==> config.mk <==
export PLATFORM = sky130hd
export DESIGN_NAME = fir_seq_ctrl_flat
export DESIGN_NICKNAME = d
export VERILOG_FILES = /design/src/rtl/fir_seq_ctrl_pkg.sv /design/src/rtl/fir_seq_ctrl_if.sv /design/src/rtl/fir_seq_ctrl_strobe_gen.sv /design/src/rtl/fir_seq_ctrl.sv /design/src/flat_wrapper.sv
export SDC_FILE = /design/constraint.sdc
export NUM_CORES = 1
export LEC_CHECK = 0
export ABC_AREA = 1
export CELL_PAD_IN_SITES_DETAIL_PLACEMENT = 0
export CELL_PAD_IN_SITES_GLOBAL_PLACEMENT = 1
export CORE_AREA = 10 10 65 56
export CTS_CLUSTER_DIAMETER = 120
export DETAILED_ROUTE_END_ITERATION = 12
export DIE_AREA = 0 0 75 66
export HOLD_SLACK_MARGIN = 0.02
export PLACE_DENSITY = 0.82
export SLEW_MARGIN = 15
export SYNTH_ARGS = -nofsm -noshare
export SYNTH_HDL_FRONTEND = slang
export SYNTH_HIERARCHICAL = 1
export SYNTH_SLANG_ARGS = --single-unit
==> constraint.sdc <==
create_clock -name iClk_12M -period 1.4 [get_ports iClk_12M]
set_clock_uncertainty 0.2 [all_clocks]
set_input_delay 0.14 -clock iClk_12M [delete_from_list [all_inputs] [get_ports iClk_12M]]
set_output_delay 0.14 -clock iClk_12M [all_outputs]
set_load 0.05 [all_outputs]
==> src/rtl/fir_seq_ctrl_pkg.sv <==
// fir_pkg: shared definitions for the FIR sequencer.
//   - FSM state encoding (kept as plain 2-bit constants so older code that
//     decodes the raw state bits keeps working)
//   - default sample-period / tap-count / address-width values
//   - cfgLegal(): parameter legality check used at elaboration
package fir_pkg;

  localparam logic [1:0] ST_WAIT  = 2'd0;
  localparam logic [1:0] ST_CLEAR = 2'd1;
  localparam logic [1:0] ST_MAC   = 2'd2;
  localparam logic [1:0] ST_UPD   = 2'd3;

  localparam int CLK_DIV_DEF  = 20;   // 12 MHz / 20 = 600 kHz
  localparam int NUM_TAPS_DEF = 10;
  localparam int ADDR_W_DEF   = 4;

  // A pass (CLEAR + NUM_TAPS MAC cycles) must end before the next strobe,
  // and every tap index must fit in the address bus.
  function automatic bit cfgLegal(int clkDiv, int numTaps, int addrW);
    return (clkDiv >= 4) && (clkDiv <= 256) &&
           (numTaps >= 1) && (numTaps <= clkDiv - 3) &&
           ((1 << addrW) >= numTaps);
  endfunction

endpackage

==> src/rtl/fir_seq_ctrl_if.sv <==
// fir_seq_ctrl_if: control bundle between the FIR sequencer and its
// neighbours (host coefficient port, delay line, MAC lane, sum stage).
//   iEnable          run enable from the system
//   iCoefReq/oCoefAck host coefficient-bank request / grant
//   oEnSample_600k   one-cycle sample strobe
//   oShiftEn/oAccClr delay-line shift and accumulator clear
//   oMacEn/oCoefAddr MAC enable and tap index
//   oEnDelay         MAC result valid
//   oOverrun         sticky missed-sample flag
// master = sequencer, slave = the rest of the datapath / host.
interface fir_seq_ctrl_if
  import fir_pkg::*;
#(
  parameter int ADDR_W = ADDR_W_DEF
);
  logic              iEnable;
  logic              iCoefReq;
  logic              oCoefAck;
  logic              oEnSample_600k;
  logic              oShiftEn;
  logic              oAccClr;
  logic              oMacEn;
  logic [ADDR_W-1:0] oCoefAddr;
  logic              oEnDelay;
  logic              oOverrun;

  modport master (
    input  iEnable, iCoefReq,
    output oCoefAck, oEnSample_600k, oShiftEn, oAccClr, oMacEn,
           oCoefAddr, oEnDelay, oOverrun
  );

  modport slave (
    output iEnable, iCoefReq,
    input  oCoefAck, oEnSample_600k, oShiftEn, oAccClr, oMacEn,
           oCoefAddr, oEnDelay, oOverrun
  );
endinterface

==> src/rtl/fir_seq_ctrl_strobe_gen.sv <==
// fir_strobe_gen: modulo-CLK_DIV sample counter with registered strobe.
//   iClk_12M  clock
//   iRst      async active-high reset
//   iEn       count enable
//   iClr      synchronous clear (counter and strobe to 0)
//   oStrobe   high for the one cycle in which the count sits at CLK_DIV-1
module fir_strobe_gen #(
  parameter int CLK_DIV = 20
) (
  input  logic iClk_12M,
  input  logic iRst,
  input  logic iEn,
  input  logic iClr,
  output logic oStrobe
);
  localparam int CNT_W = $clog2(CLK_DIV);
  localparam logic [CNT_W-1:0] LAST = CNT_W'(CLK_DIV - 1);
  localparam logic [CNT_W-1:0] PRE  = CNT_W'(CLK_DIV - 2);

  logic [CNT_W-1:0] rCnt;
  logic             rStrobe;

  // The strobe is registered one count early so it lines up with rCnt==LAST
  // without a combinational decode on the output.
  always_ff @(posedge iClk_12M or posedge iRst) begin
    if (iRst) begin
      rCnt    <= '0;
      rStrobe <= 1'b0;
    end else if (iClr) begin
      rCnt    <= '0;
      rStrobe <= 1'b0;
    end else if (iEn) begin
      rCnt    <= (rCnt == LAST) ? '0 : rCnt + 1'b1;
      rStrobe <= (rCnt == PRE);
    end else begin
      rStrobe <= 1'b0;
    end
  end

  assign oStrobe = rStrobe;
endmodule

==> src/rtl/fir_seq_ctrl.sv <==
// fir_seq_ctrl: FIR datapath sequencer (12 MHz domain).
//   iClk_12M  clock
//   iRst      async active-high reset
//   bus       fir_seq_ctrl_if.master: enable, coefficient handshake and all
//             datapath controls (see the interface header)
// Per sample: strobe -> CLEAR (shift + acc clear) -> NUM_TAPS MAC cycles ->
// WAIT. Host coefficient updates (UPD) are only granted from WAIT, so the
// coefficient bank never changes mid-pass. Every output is a flop.
module fir_seq_ctrl
  import fir_pkg::*;
#(
  parameter int CLK_DIV  = CLK_DIV_DEF,
  parameter int NUM_TAPS = NUM_TAPS_DEF,
  parameter int ADDR_W   = ADDR_W_DEF
) (
  input  logic           iClk_12M,
  input  logic           iRst,
  fir_seq_ctrl_if.master bus
);
  localparam logic [ADDR_W-1:0] LAST_TAP = ADDR_W'(NUM_TAPS - 1);

  if (!cfgLegal(CLK_DIV, NUM_TAPS, ADDR_W)) begin : gCfgErr
    $error("fir_seq_ctrl: illegal CLK_DIV/NUM_TAPS/ADDR_W combination");
  end

  logic              strobe;
  logic [1:0]        rState, nState;
  logic [ADDR_W-1:0] rAddr;
  logic              rShift, rMacEn, rAck, rValid, rOvr;

  fir_strobe_gen #(.CLK_DIV(CLK_DIV)) uStrobe (
    .iClk_12M (iClk_12M),
    .iRst     (iRst),
    .iEn      (bus.iEnable),
    .iClr     (!bus.iEnable),
    .oStrobe  (strobe)
  );

  // Dropping iEnable aborts a pass immediately; an update in progress is
  // left to the host to finish.
  always_comb begin
    nState = rState;
    case (rState)
      ST_WAIT:  if (strobe && bus.iEnable) nState = ST_CLEAR;
                else if (bus.iCoefReq)     nState = ST_UPD;
      ST_CLEAR: nState = bus.iEnable ? ST_MAC : ST_WAIT;
      ST_MAC:   if (!bus.iEnable || rAddr == LAST_TAP) nState = ST_WAIT;
      ST_UPD:   if (!bus.iCoefReq) nState = ST_WAIT;
      default:  nState = ST_WAIT;
    endcase
  end

  // Outputs are decoded from the next state so they change on the same edge
  // as the state register.
  always_ff @(posedge iClk_12M or posedge iRst) begin
    if (iRst) begin
      rState <= ST_WAIT;
      rAddr  <= '0;
      rShift <= 1'b0;
      rMacEn <= 1'b0;
      rAck   <= 1'b0;
      rValid <= 1'b0;
      rOvr   <= 1'b0;
    end else begin
      rState <= nState;
      rShift <= (nState == ST_CLEAR);
      rMacEn <= (nState == ST_MAC);
      rAck   <= (nState == ST_UPD);
      rAddr  <= (rState == ST_MAC && nState == ST_MAC) ? rAddr + 1'b1 : '0;
      // A strobe outside WAIT is a sample the datapath never processed.
      rOvr   <= rOvr | (strobe && rState != ST_WAIT);
      if (!bus.iEnable)
        rValid <= 1'b0;
      else if (rState == ST_MAC && nState == ST_WAIT)
        rValid <= 1'b1;
      else if (rState == ST_UPD && nState == ST_WAIT)
        rValid <= 1'b0;     // new coefficients: wait for a fresh full pass
    end
  end

  assign bus.oEnSample_600k = strobe;
  assign bus.oShiftEn       = rShift;
  assign bus.oAccClr        = rShift;
  assign bus.oMacEn         = rMacEn;
  assign bus.oCoefAddr      = rAddr;
  assign bus.oCoefAck       = rAck;
  assign bus.oEnDelay       = rValid;
  assign bus.oOverrun       = rOvr;
endmodule

==> src/flat_wrapper.sv <==
// flat-port wrapper written by rule: the top's interface ports become plain ports
module fir_seq_ctrl_flat import fir_pkg::*;
#(
  parameter int CLK_DIV  = CLK_DIV_DEF,
  parameter int NUM_TAPS = NUM_TAPS_DEF,
  parameter int ADDR_W   = ADDR_W_DEF
)
  (iClk_12M, iRst, bus_iEnable, bus_iCoefReq, bus_oCoefAck, bus_oEnSample_600k, bus_oShiftEn, bus_oAccClr, bus_oMacEn, bus_oCoefAddr, bus_oEnDelay, bus_oOverrun);
  fir_seq_ctrl_if #(.ADDR_W(ADDR_W)) bus_i ();
  input  logic iClk_12M;
  input  logic iRst;
  input wire logic [$bits(bus_i.iEnable)-1:0] bus_iEnable;
  input wire logic [$bits(bus_i.iCoefReq)-1:0] bus_iCoefReq;
  output wire logic [$bits(bus_i.oCoefAck)-1:0] bus_oCoefAck;
  output wire logic [$bits(bus_i.oEnSample_600k)-1:0] bus_oEnSample_600k;
  output wire logic [$bits(bus_i.oShiftEn)-1:0] bus_oShiftEn;
  output wire logic [$bits(bus_i.oAccClr)-1:0] bus_oAccClr;
  output wire logic [$bits(bus_i.oMacEn)-1:0] bus_oMacEn;
  output wire logic [$bits(bus_i.oCoefAddr)-1:0] bus_oCoefAddr;
  output wire logic [$bits(bus_i.oEnDelay)-1:0] bus_oEnDelay;
  output wire logic [$bits(bus_i.oOverrun)-1:0] bus_oOverrun;
  assign bus_i.iEnable = bus_iEnable;
  assign bus_i.iCoefReq = bus_iCoefReq;
  assign bus_oCoefAck = bus_i.oCoefAck;
  assign bus_oEnSample_600k = bus_i.oEnSample_600k;
  assign bus_oShiftEn = bus_i.oShiftEn;
  assign bus_oAccClr = bus_i.oAccClr;
  assign bus_oMacEn = bus_i.oMacEn;
  assign bus_oCoefAddr = bus_i.oCoefAddr;
  assign bus_oEnDelay = bus_i.oEnDelay;
  assign bus_oOverrun = bus_i.oOverrun;
  fir_seq_ctrl #(.CLK_DIV(CLK_DIV), .NUM_TAPS(NUM_TAPS), .ADDR_W(ADDR_W)) u_core (.iClk_12M(iClk_12M), .iRst(iRst), .bus(bus_i));
endmodule
Word-level counts from Yosys, hierarchy flattened
Cells that the tools add are included.
{ "totals": {"word_cells": 45, "latchBits": 0, "mem_bits_rw": 0, "out_inout_bits": 11, "ff_bits": 17, "mem_bits_ro": 0, "n_memories": 0} }
{ "op_classes": {"eq_ne": 10, "n_bitwise": 1, "n_mul": 0, "n_shift": 0, "reduce_logical": 10, "addsub": 2, "div": 0, "muxes": 13, "magnitude_cmp": 0} }
{ "ops": {"columns": ["cell", "count"], "rows": [
  ["== test 5 bit, second input constant", 2],
  ["two-way mux 2 bit", 5],
  ["two-way mux 5 bit", 2],
  ["== test 2 bit, second input constant", 4],
  ["one-hot mux 2 bit (4 select lines)", 1],
  ["adder 5 x 1 -> 5 bit, second input constant", 1],
  ["logical AND 1 bit", 5],
  ["adder 4 x 1 -> 4 bit, second input constant", 1],
  ["== test 2 x 1 -> 1 bit, second input constant", 2],
  ["== test 4 bit, second input constant", 1],
  ["logical NOT 2 bit", 2],
  ["two-way mux 1 bit", 4],
  ["two-way mux 4 bit", 1],
  ["!= test 3 x 1 -> 1 bit, second input constant", 1],
  ["nonzero test 2 bit", 1],
  ["logical NOT 1 bit", 1],
  ["logical OR 1 bit", 1],
  ["OR 1 bit", 1]
]} }

Depth between registers and ports, before layout
Gate-level depths: netlist of run 1.
{ "logic_depth": {"word_depth": 9, "ltp_mapped": 10, "mapped_depth_nobuf": 10} }

Modules after synthesis
Netlist of run 1, hierarchy kept.
{ "modules_own_cells": {"columns": ["module", "seq_area_each_um2", "area_per_inst_um2", "cells_each", "n_inst"], "rows": [
  ["fir_seq_ctrl", 275.3, 514.2, 58, 1],
  ["fir_strobe_gen", 150.1, 340.3, 46, 1]
]} }

Least setup slack after synthesis of run 1
Ideal clock, no wire load.
{ "synth_timing": {"kind": "reg2reg", "startpoint": "register u_core.rAddr[0] (netlist: u_core/bus.oCoefAddr[0])", "endpoint": "register u_core.rValid (netlist: u_core/bus.oEnDelay)", "arrival_time_ps": 1387, "n_path_buf": 0, "setup_slack_ps": -303, "period_less_slack_ps": 1703, "path_stages_with_launch": 9, "setup_time_ps": 116, "cell_sequence": "dfrtp_1 ha_1 nand3b_1 nand2_2 nand2_2 nand2_4 nand3_1 nand2_1 nand2_1"} }
{ "synth_via": {"elab_chain_len": 8, "elab_cells_between_ends": 10, "cone_classes": "eq/ne: 2; mux: 4; reduce/logical: 4"} }
{ "synth_rtl": {"columns": ["element", "line", "source"], "rows": [
  ["start: declaration", "fir_seq_ctrl.sv:28", "logic [ADDR_W-1:0] rAddr;"],
  ["start signal: assignment", "fir_seq_ctrl.sv:69", "rAddr <= (rState == ST_MAC && nState == ST_MAC) ? rAddr + 1'b1 : '0;"],
  ["== test 4 bit *", "fir_seq_ctrl.sv:47", "ST_MAC: if (!bus.iEnable || rAddr == LAST_TAP) nState = ST_WAIT;"],
  ["logical OR 1 bit *", "fir_seq_ctrl.sv:47", null],
  ["two-way mux 2 bit *", "fir_seq_ctrl.sv:47", null],
  ["one-hot mux 2 bit (4 select lines) *", "fir_seq_ctrl.sv:43", "case (rState)"],
  ["logical NOT 2 bit *", "fir_seq_ctrl.sv:74, fir_seq_ctrl.sv:76", null],
  ["logical AND 1 bit", "fir_seq_ctrl.sv:74", "else if (rState == ST_MAC && nState == ST_WAIT)"],
  ["two-way mux 1 bit", "fir_seq_ctrl.sv:74", null],
  ["two-way mux 1 bit", "fir_seq_ctrl.sv:72", "if (!bus.iEnable)"],
  ["end signal: assignment", "fir_seq_ctrl.sv:73", "rValid <= 1'b0;"],
  ["end signal: assignment", "fir_seq_ctrl.sv:75", "rValid <= 1'b1;"],
  ["end signal: assignment", "fir_seq_ctrl.sv:77", "rValid <= 1'b0;"],
  ["end: declaration", "fir_seq_ctrl.sv:29", "logic rShift, rMacEn, rAck, rValid, rOvr;"]
]} }
Every way passes the cells marked *; elsewhere a longest branch is shown, timed or not.
A chain may end at the register's enable or synchronous reset.

Final worst setup path of run 1
{ "layout_timing": {"startpoint": "register u_core.rAddr[0] (netlist: u_core/bus.oCoefAddr[0])", "endpoint": "output bus_oCoefAddr[0]"} }
{ "layout_rtl": {"columns": ["element", "line", "source"], "rows": [
  ["end: declaration", "flat_wrapper.sv:19", "output wire logic [$bits(bus_i.oCoefAddr)-1:0] bus_oCoefAddr;"]
]} }
No word-level cell between the ends.

==> results of run 1 <==
[placed cells by master, fill, tap and decap left out, types with 2 or more instances in the layout]
cell type        synthesis  final
nand2_2                  2      2
o21ai_0                  2      2
nor2_1                   9      6
nand4_1                  2      2
a21oi_1                  3      3
buf_12                   0     11
clkbuf_4                 0      3
nand2_1                 29     29
inv_2                    1      2
buf_4                    1     10
ha_1                     4      2
dfrtp_1                 17     12
inv_1                   18     17
nor2_2                   2      5
nand3_1                  7      6
dfrtp_2                  0      5
clkdlybuf4s50_1          0      3
[worst paths after layout]
kind	from	end	slack, ns
worst max register to register	u_core/bus.oCoefAddr[1]$_DFF_PP0_	u_core/bus.oEnDelay$_DFFE_PP0P_	0.04
worst max-delay path	u_core/bus.oCoefAddr[0]$_DFF_PP0_	bus_oCoefAddr[0]	0.03
max in group asynchronous	iRst	u_core/bus.oCoefAddr[2]$_DFF_PP0_	0.17
min in group asynchronous	iRst	u_core/uStrobe/rCnt[0]$_DFFE_PP0P_	0.43
worst min-delay path	u_core/bus.oOverrun$_DFF_PP0_	u_core/bus.oOverrun$_DFF_PP0_	0.36
worst min register to register	u_core/bus.oOverrun$_DFF_PP0_	u_core/bus.oOverrun$_DFF_PP0_	0.36
[what timing repair did]
action | in CTS | in global routing
buffers inserted | 0 | 2
setup endpoints to repair | 0 | 5
gates resized for setup | 0 | 10
hold endpoints to repair | 17 | 0
hold buffers | 1 | 0
[critical path: cells and delay by family (launching register included)]
family,cells,cell delay (ns)
buffers and inverters,2,0.30
DFF,1,0.44
[state kept, by name, indices dropped and copies added, names as in the netlist]
register                count
u_core/bus.oEnDelay         1
u_core/bus.oOverrun         1
u_core/uStrobe/oStrobe      1
u_core/uStrobe/rCnt         5
u_core/bus.oAccClr          1
u_core/bus.oCoefAck         1
u_core/rState               2
u_core/bus.oMacEn           1
u_core/bus.oCoefAddr        4
[final cells by class]
type                            count  area, sq um  share of cell area [%]
Tap cell                           27         33.8                    2.62
Multi-Input combinational cell     67          378                    29.3
Sequential cell                    17          432                    33.5
Inverter                           19         71.3                    5.54
Timing Repair Buffer               26          347                    26.9
Clock buffer                        4         26.3                    2.04
[metrics by stage]
step,cells,total power [mW]
floorplan,104,1.23
global placement,153,1.70
detailed placement,153,1.71
CTS,158,1.99
global route,160,2.24
finish,160,2.09
[power by group through the flow]
| stage | Combinational, mW | Sequential, mW | Clock, mW |
|---|---|---|---|
| 2_1_floorplan | 0.335 | 0.892 | 0 |
| 3_3_place_gp | 0.999 | 0.700 | 0 |
| 3_5_place_dp | 1.01 | 0.699 | 0 |
| 4_1_cts | 1.02 | 0.692 | 0.285 |
| 5_1_grt | 1.21 | 0.723 | 0.313 |
| 6_report | 1.12 | 0.703 | 0.272 |
[metal layers]
layer,global-route usage (%),up-vias,routed length (um)
li1,-,374,-
met1,10.9,355,899
met2,13.4,17,893
met4,6.60,0,52
met3,2.70,4,106
met5,0,-,0
[cells by family (layout without fill, tap and decap cells)]
family,count (synthesis),after routing
compound gates,7,7
xor+xnor,2,2
fa+ha+maj,4,4
buf+inv,20,49
flops,17,17
simple gates,54,54
==> impl_metrics.yaml, run 1 <==
run_status:
  outcome: "complete, no violations"
synth:
  yosysMostFrequentCell: "nand2_1"
  yosysWarnings: 6
  yosys.area_share.simple_pct: 28.3
  ys_seq_elements: 17
  synth-compound-area-share_pct: 4.83
  synth_cells: 104
  yosys.area.top_type: "dfrtp_1"
  synth.cell_area_sq_um: 855
  yosys-top-cells-count: "29 x nand2_1, 18 x inv_1, 17 x dfrtp_1, 9 x nor2_1, 7 x nand3_1"
  async_flop_share_pct: 100
  synth_fa_ha_area_share_pct: 5.86
  synthFlopType: "dfrtp_1"
  synth_area_leaders: "dfrtp_1 50%, nand2_1 13%, inv_1 7.9%, ha_1 5.9%, nand3_1 4.1%"
  synth-xor-area-share_pct: 2.05
  synth.area.mux_share_pct: 0
  syn_avg_cell_area_sq_um: 8.22
  synth_nets: 112
  yosysTopAreaCellShare_pct: 49.8
  synth_top_family_by_area: "simple AND/OR/NAND/NOR gates"
  yosysSeqAreaShare_pct: 49.8
  synth_edf_count: 0
  ys_types: 20
clocking:
  cts_buffer_depth: 2
  clkTransAtPathRegs_ns: 0.10
  clk_latency_ns: 0.29
  tritoncts: "done"
  cts_root_buffer: "clkbuf_4"
  cts_buffers: 3
  htree_levels: 1
  numClockSinks: 17
sta:
  max_slew_margin_pct: 70.9
  layout_setup_ws_ns: 0.0250
  period_share_pct: 98.2
  min_period_ns: 1.37
  maxSlewViolCount: 0
  hold_viol_final: 0
  fmax_mhz: 727
  setup_tns_ns: 0
  holdWs_ns: 0.356
  setup_viol: 0
  tightest_slew_ns: 0.436
  rsz0062_at_grt: "yes"
route:
  routedWlPerCell_um: 12.2
  totalWireLength_um: 1950
  drc: 0
  postRouteAntennaNets: 0
  first_iter_violations: 25
  viasPerCell: 4.69
  dr.pass1.iters: 4
  vias: 750
worst_setup_path:
  startpoint_type: "register"
  slowest_stage: "dfrtp_2"
  reg2reg_depth: 9
  crit_chain: "buf_4 -> buf_12"
  slowest_delay_ns: 0.44
  cp.required_ns: 1.06
  critPathCaptureType: "output pin"
  cp_max_fo: 4
  crit_type: "reg -> out"
  cp.arrival_ns: 1.03
worst_hold_path:
  hold-path-cell-count: 1
  hold_class: "reg -> reg"
placed_design:
  portBuffers: 14
  pre_cts_slack_ns: -0.134
  gp_congestion: 0.807
  placed_area_sq_mm: 0.00120
  dp_hpwl_um: 1500
grt:
  grt_pass1_wl_um: 3350
  grt_pass1_vias: 754
  grt_max_degree: 12
  grtUsageTotal_pct: 9.06
  grt_antenna_before_repair: 0
  overflow: 0
final_layout:
  fin_util_pct: 54.0
  final.fill_count: 209
  fin_nets: 142
  areaGrowthSynthToFinish_pct: 50.7
  stdcell_area_sq_mm: 0.00129
  diodes: 0
  layout-drive-gt1-share_pct: 33.8
floorplan:
  die_h_um: 66
  dieArea_sq_mm: 0.00495
  io_pins: 15
  start_util_pct: 35.9
  core_area_sq_mm: 0.00238
  die_x_um: 75
  row_count: 16
flow_run:
  drv_cap: 0
power_and_ir_drop:
  pwr-share-clk_pct: 13.0
  p_leak_nw: 0.653
  intPower_mw: 1.22
  switching_share_pct: 41.8
  power_density_mw_per_mm2: 1630
  p_comb_share_pct: 53.4
  peakVddDrop_mv: 1.17
  sequentialPowerShare_pct: 33.6
  switchingPower_mw: 0.875
Power figures use the tool's default switching activity.
==> inputs of run 2 (changes only) <==
CORE_AREA = 10 10 64 55   (was 10 10 65 56)
CTS_BUF_LIST = sky130_fd_sc_hd__clkbuf_4   (was unset)
DIE_AREA = 0 0 74 65   (was 0 0 75 66)
PLACE_DENSITY = 0.84   (was 0.82)
==> run 2 against run 1 <==
Power shrank 4.6%; largest cell class unchanged; count of clock-buffer cells in the layout unchanged; design area decreased by 2.4%.
==> impl_metrics.yaml, run 2 (same netlist as run 1, synthesis figures left out) <==
clocking:
  cts_root_buffer: "clkbuf_4"
  clk_latency_ns: 0.29
  cts_buffers: 3
  numClockSinks: 17
  cts_buffer_depth: 2
  tritoncts: "done"
  htree_levels: 1
  clkTransAtPathRegs_ns: 0.10
sta:
  period_share_pct: 98.5
  fmax_mhz: 725
  rsz0062_at_grt: "yes"
  max_slew_margin_pct: 72.9
  tightest_slew_ns: 0.406
  min_period_ns: 1.38
  hold_viol_final: 0
  setup_viol: 0
  maxSlewViolCount: 0
  setup_tns_ns: 0
final_layout:
  regMostFlops: "u_core/uStrobe/rCnt"
  areaGrowthSynthToFinish_pct: 47.0
  fin_util_pct: 53.6
  instances_no_fill: 157
  largest_reg_flops: 5
  stdcell_area_sq_mm: 0.00126
  final_common_cell: "nand2_1"
  mostFrequentLayoutCells: "29 x nand2_1, 17 x inv_1, 13 x dfrtp_1"
  layout-drive-gt1-share_pct: 30.0
  diodes: 0
  fin_nets: 139
worst_hold_path:
  whs_endpoint: "u_core/bus.oOverrun$_DFF_PP0_"
  hold-path-cell-count: 1
  hold_class: "reg -> reg"
  hp-start: "u_core/bus.oOverrun$_DFF_PP0_"
power_and_ir_drop:
  power_density_mw_per_mm2: 1590
  peakVddDrop_mv: 1.30
  p_leak_nw: 0.641
floorplan:
  row_count: 16
  die_x_um: 74
  io_pins: 15
  dieArea_sq_mm: 0.00481
  core_area_sq_mm: 0.00234
  die_h_um: 65
  start_util_pct: 36.5
route:
  dr.pass1.iters: 4
  vias: 695
  routedWlPerCell_um: 11.5
  drc: 0
  totalWireLength_um: 1810
  postRouteAntennaNets: 0
  viasPerCell: 4.43
  first_iter_violations: 31
worst_setup_path:
  r2r-start: "u_core/bus.oCoefAddr[1]$_DFF_PP0_"
  startpoint_type: "register"
  cp.arrival_ns: 1.37
  reg2reg_depth: 9
  cp_max_fo: 5
  reg2reg_slack_ns: 0.02
  crit_type: "reg -> reg"
  r2r_end: "u_core/bus.oEnDelay$_DFFE_PP0P_"
  critPathCaptureType: "register"
  cp.required_ns: 1.39
placed_design:
  dp_hpwl_um: 1440
  portBuffers: 14
  place_inst: 152
  gp_congestion: 0.824
  placed_area_sq_mm: 0.00120
run_status:
  outcome: "complete, no violations"
grt:
  grt_max_degree: 12
  overflow: 0
  grt_antenna_before_repair: 0
  grt_pass1_vias: 701
  grtUsageTotal_pct: 8.39
  grt_pass1_wl_um: 3140
flow_run:
  drv_cap: 0
[run 2: cell count changes in the layout (fill, tap and decap cells not counted), sizes merged]
cell,before,now
buf,22,19
[run 2: power breakdown]
part	internal, mW	switching, mW	leakage, nW
Combinational	0.448	0.565	0.400
Sequential	0.591	0.112	0.223
Clock	0.130	0.151	0.0184
Total	1.17	0.827	0.641
[run 2: through the flow]
| stage | hold WS (ns) | power [mW] | setup slack, ns |
|---|---|---|---|
| floorplan | -0.269 | 1.23 | -0.127 |
| global placement | 0.209 | 1.69 | -0.127 |
| detailed placement | 0.215 | 1.70 | -0.147 |
| CTS | 0.353 | 1.99 | 0.00541 |
| global route | 0.391 | 2.13 | -0.0530 |
| finish | 0.357 | 2.00 | 0.0210 |
[run 2: worst max path at each step]
stage / depth (start not counted) / endpoint / start
2_1_floorplan: 8 / u_core/bus.oEnDelay$_DFFE_PP0P_ / u_core/bus.oCoefAddr[0]$_DFF_PP0_
3_3_place_gp: 8 / u_core/bus.oAccClr$_DFF_PP0_ / bus_iEnable
3_5_place_dp: 11 / u_core/bus.oEnDelay$_DFFE_PP0P_ / bus_iEnable
4_1_cts: 9 / u_core/bus.oEnDelay$_DFFE_PP0P_ / u_core/bus.oCoefAddr[1]$_DFF_PP0_
5_1_grt: 9 / u_core/bus.oEnDelay$_DFFE_PP0P_ / u_core/bus.oCoefAddr[1]$_DFF_PP0_
6_report: 9 / u_core/bus.oEnDelay$_DFFE_PP0P_ / u_core/bus.oCoefAddr[1]$_DFF_PP0_
[run 2: timing repair]
| action | 4_1_cts | 5_1_grt |
|---|---|---|
| hold buffers | 1 | 0 |
| endpoints found under the setup margin | 0 | 4 |
| buffers inserted | 0 | 0 |
| endpoints found under the hold margin | 17 | 0 |
| resized for setup | 0 | 6 |
[run 2: final cells by class]
cell class / instances / area, sq um
fill: 211 / 1090
sequential: 17 / 430
multi-input combinational: 67 / 370
timing repair buffer: 23 / 320
inverter: 19 / 71.3
tap: 27 / 33.8
clock buffer: 4 / 30.0
[run 2: per-layer routing]
layer  global-route usage, %  wire (um)  vias to the layer above
met5                       0          0                        -
met4                    4.88         30                        0
met3                    3.04        101                        2
met2                    12.2        791                       14
met1                    10.3        889                      314
li1                        -          -                      365
[run 2: worst max-delay path, stage by stage, from the launching register on]
cell and delay, ns:
dfrtp_2 0.41, inv_2 0.06, ha_4 0.11, nand3b_1 0.09, nand2_2 0.10, nand2_2 0.06
nand2_4 0.08, nand3_2 0.06, nand2_1 0.07, nand2_1 0.04
==> inputs of run 3 (changes only) <==
clock period = 1.55 ns   (was 1.4 ns; I/O delays follow)
==> run 3 against run 2 <==
Routed wire length is 3.9% lower; worst hold slack worse by 0.040 ns; power shrank 13%; sequential power shrank 8.7%; register-to-register slack gained 0.07 ns; count of clock-buffer cells in the layout is 1 lower; cell count shrank 3.8%; first-iteration DRC count up 9.7%; critical path depth is the same; core utilization fell by 2.9 points; design area is 5.5% lower; critical path type unchanged.
==> impl_metrics.yaml, run 3 (same netlist as run 1, synthesis figures left out) <==
run_status:
  outcome: "complete, no violations"
sta:
  hold_viol_final: 0
  setup_tns_ns: 0
  maxSlewViolCount: 0
  rsz0062_at_grt: "no"
  period_share_pct: 93.9
  setup_viol: 0
  fmax_mhz: 687
  min_period_ns: 1.46
  tightest_slew_ns: 0.418
  max_slew_margin_pct: 72.1
grt:
  overflow: 0
  grt_max_degree: 12
  grt_pass1_vias: 695
  grtUsageTotal_pct: 8.24
  grt_pass1_wl_um: 3080
  grt_antenna_before_repair: 0
final_layout:
  fin_util_pct: 50.7
  regMostFlops: "u_core/uStrobe/rCnt"
  diodes: 0
  final_common_cell: "nand2_1"
  final.fill_count: 228
  layout-drive-gt1-share_pct: 22.6
  areaGrowthSynthToFinish_pct: 38.9
  mostFrequentLayoutCells: "29 x nand2_1, 18 x inv_1, 14 x dfrtp_1"
  fin_nets: 133
  seqCellArea_sq_um: 429
  largest_reg_flops: 5
  multiInputGateArea_sq_um: 350
floorplan:
  io_pins: 15
  start_util_pct: 36.5
  dieArea_sq_mm: 0.00481
  die_h_um: 65
  core_area_sq_mm: 0.00234
  die_x_um: 74
  row_count: 16
worst_setup_path:
  slowest_stage: "dfrtp_2"
  crit_start: "u_core/bus.oCoefAddr[1]$_DFF_PP0_"
  cp_max_fo: 5
  reg2reg_depth: 9
  cp.required_ns: 1.54
  startpoint_type: "register"
  reg2reg_slack_ns: 0.09
  critPathCaptureType: "register"
  r2r_end: "u_core/bus.oEnDelay$_DFFE_PP0P_"
  crit_type: "reg -> reg"
  slowest_delay_ns: 0.45
  crit_chain: "inv_1 -> ha_1 -> nand3b_1 -> nand2_2 -> nand2_2 -> nand2_4 -> nand3_1 -> nand2_1 -> nand2_1"
  critPathCapture: "u_core/bus.oEnDelay$_DFFE_PP0P_"
  r2r-start: "u_core/bus.oCoefAddr[1]$_DFF_PP0_"
  cp.arrival_ns: 1.45
route:
  routedWlPerCell_um: 11.5
  postRouteAntennaNets: 0
  vias: 692
  viasPerCell: 4.58
  dr.pass1.iters: 4
  drc: 0
  totalWireLength_um: 1740
  first_iter_violations: 34
clocking:
  clkTransAtPathRegs_ns: 0.10
  numClockSinks: 17
  cts_root_buffer: "clkbuf_4"
  cts_resized: 0
  tritoncts: "done"
  htree_levels: 1
  clk_latency_ns: 0.29
  cts_buffer_depth: 2
  cts_buffers: 3
power_and_ir_drop:
  power_density_mw_per_mm2: 1460
  pwr-share-clk_pct: 13.6
  p_leak_nw: 0.610
  peakVddDrop_mv: 1.22
  p_comb_share_pct: 49.4
  switchingPower_mw: 0.729
  intPower_mw: 1.01
  sequentialPowerShare_pct: 37.0
  switching_share_pct: 42.0
placed_design:
  portBuffers: 14
  dp_hpwl_um: 1370
  gp_congestion: 0.764
worst_hold_path:
  hold_class: "reg -> reg"
flow_run:
  drv_cap: 0
run 3: critical path, delay by kind of cell (launching register included):
family	cells	cell delay, ns
adder cells (fa/ha/maj)	1	0.14
AND/OR/NAND/NOR	7	0.49
buffers and inverters	1	0.06
flip-flops	1	0.45
run 3: final cells by class:
cell class / instances / share of cell area, %
inverter: 19 / 6.01
multi-input combinational: 67 / 29.5
tap: 27 / 2.85
timing repair buffer: 17 / 23.2
sequential: 17 / 36.1
clock buffer: 3 / 1.90
clock inverter: 1 / 0.421
run 3: worst min path at each step:
stage | cells after the start | to | startpoint | slack, ns
after floorplan | 1 | u_core/uStrobe/oStrobe$_DFF_PP0_ | iRst | -0.25
after global placement | 2 | u_core/uStrobe/rCnt[1]$_DFFE_PP0P_ | iRst | 0.23
after detailed placement | 2 | u_core/uStrobe/rCnt[0]$_DFFE_PP0P_ | iRst | 0.24
after CTS | 1 | u_core/bus.oCoefAddr[0]$_DFF_PP0_ | u_core/bus.oCoefAddr[0]$_DFF_PP0_ | 0.32
after global routing | 1 | u_core/bus.oCoefAddr[0]$_DFF_PP0_ | u_core/bus.oCoefAddr[0]$_DFF_PP0_ | 0.36
final | 1 | u_core/bus.oCoefAddr[0]$_DFF_PP0_ | u_core/bus.oCoefAddr[0]$_DFF_PP0_ | 0.32
run 3: repair_timing:
item,in CTS,in global routing
hold buffers,1,0
buffers inserted,0,0
hold endpoints to repair,17,0
run 3: per-stage QoR:
stage | instances | area [sq um] | total power [mW] | setup slack [ns] | hold WS (ns)
global route | 151 | 1190 | 1.85 | 0.0141 | 0.359
CTS | 151 | 1190 | 1.76 | 0.0896 | 0.323
floorplan | 104 | 858 | 1.11 | 0.0139 | -0.254
global placement | 146 | 1150 | 1.51 | 0.0114 | 0.225
finish | 151 | 1190 | 1.73 | 0.0939 | 0.316
detailed placement | 146 | 1150 | 1.51 | 0.00955 | 0.235
run 3: power by group through the flow:
stage          logic [mW]  clock network (mW)  registers, mW
2_1_floorplan       0.302                   0          0.806
3_3_place_gp        0.854                   0          0.651
3_5_place_dp        0.860                   0          0.650
4_1_cts             0.866               0.252          0.644
5_1_grt             0.924               0.265          0.659
6_report            0.856               0.236          0.642
run 3: layer usage:
metal  vias up  GRT usage (%)  part of all wire (%)  wire (um)
met1       318           9.60                    48        836
met4         0           4.65                  0.75         13
li1        356              -                     -          -
met5         -              0                     0          0
met2        16           11.7                    43        749
met3         2           4.41                   8.1        141
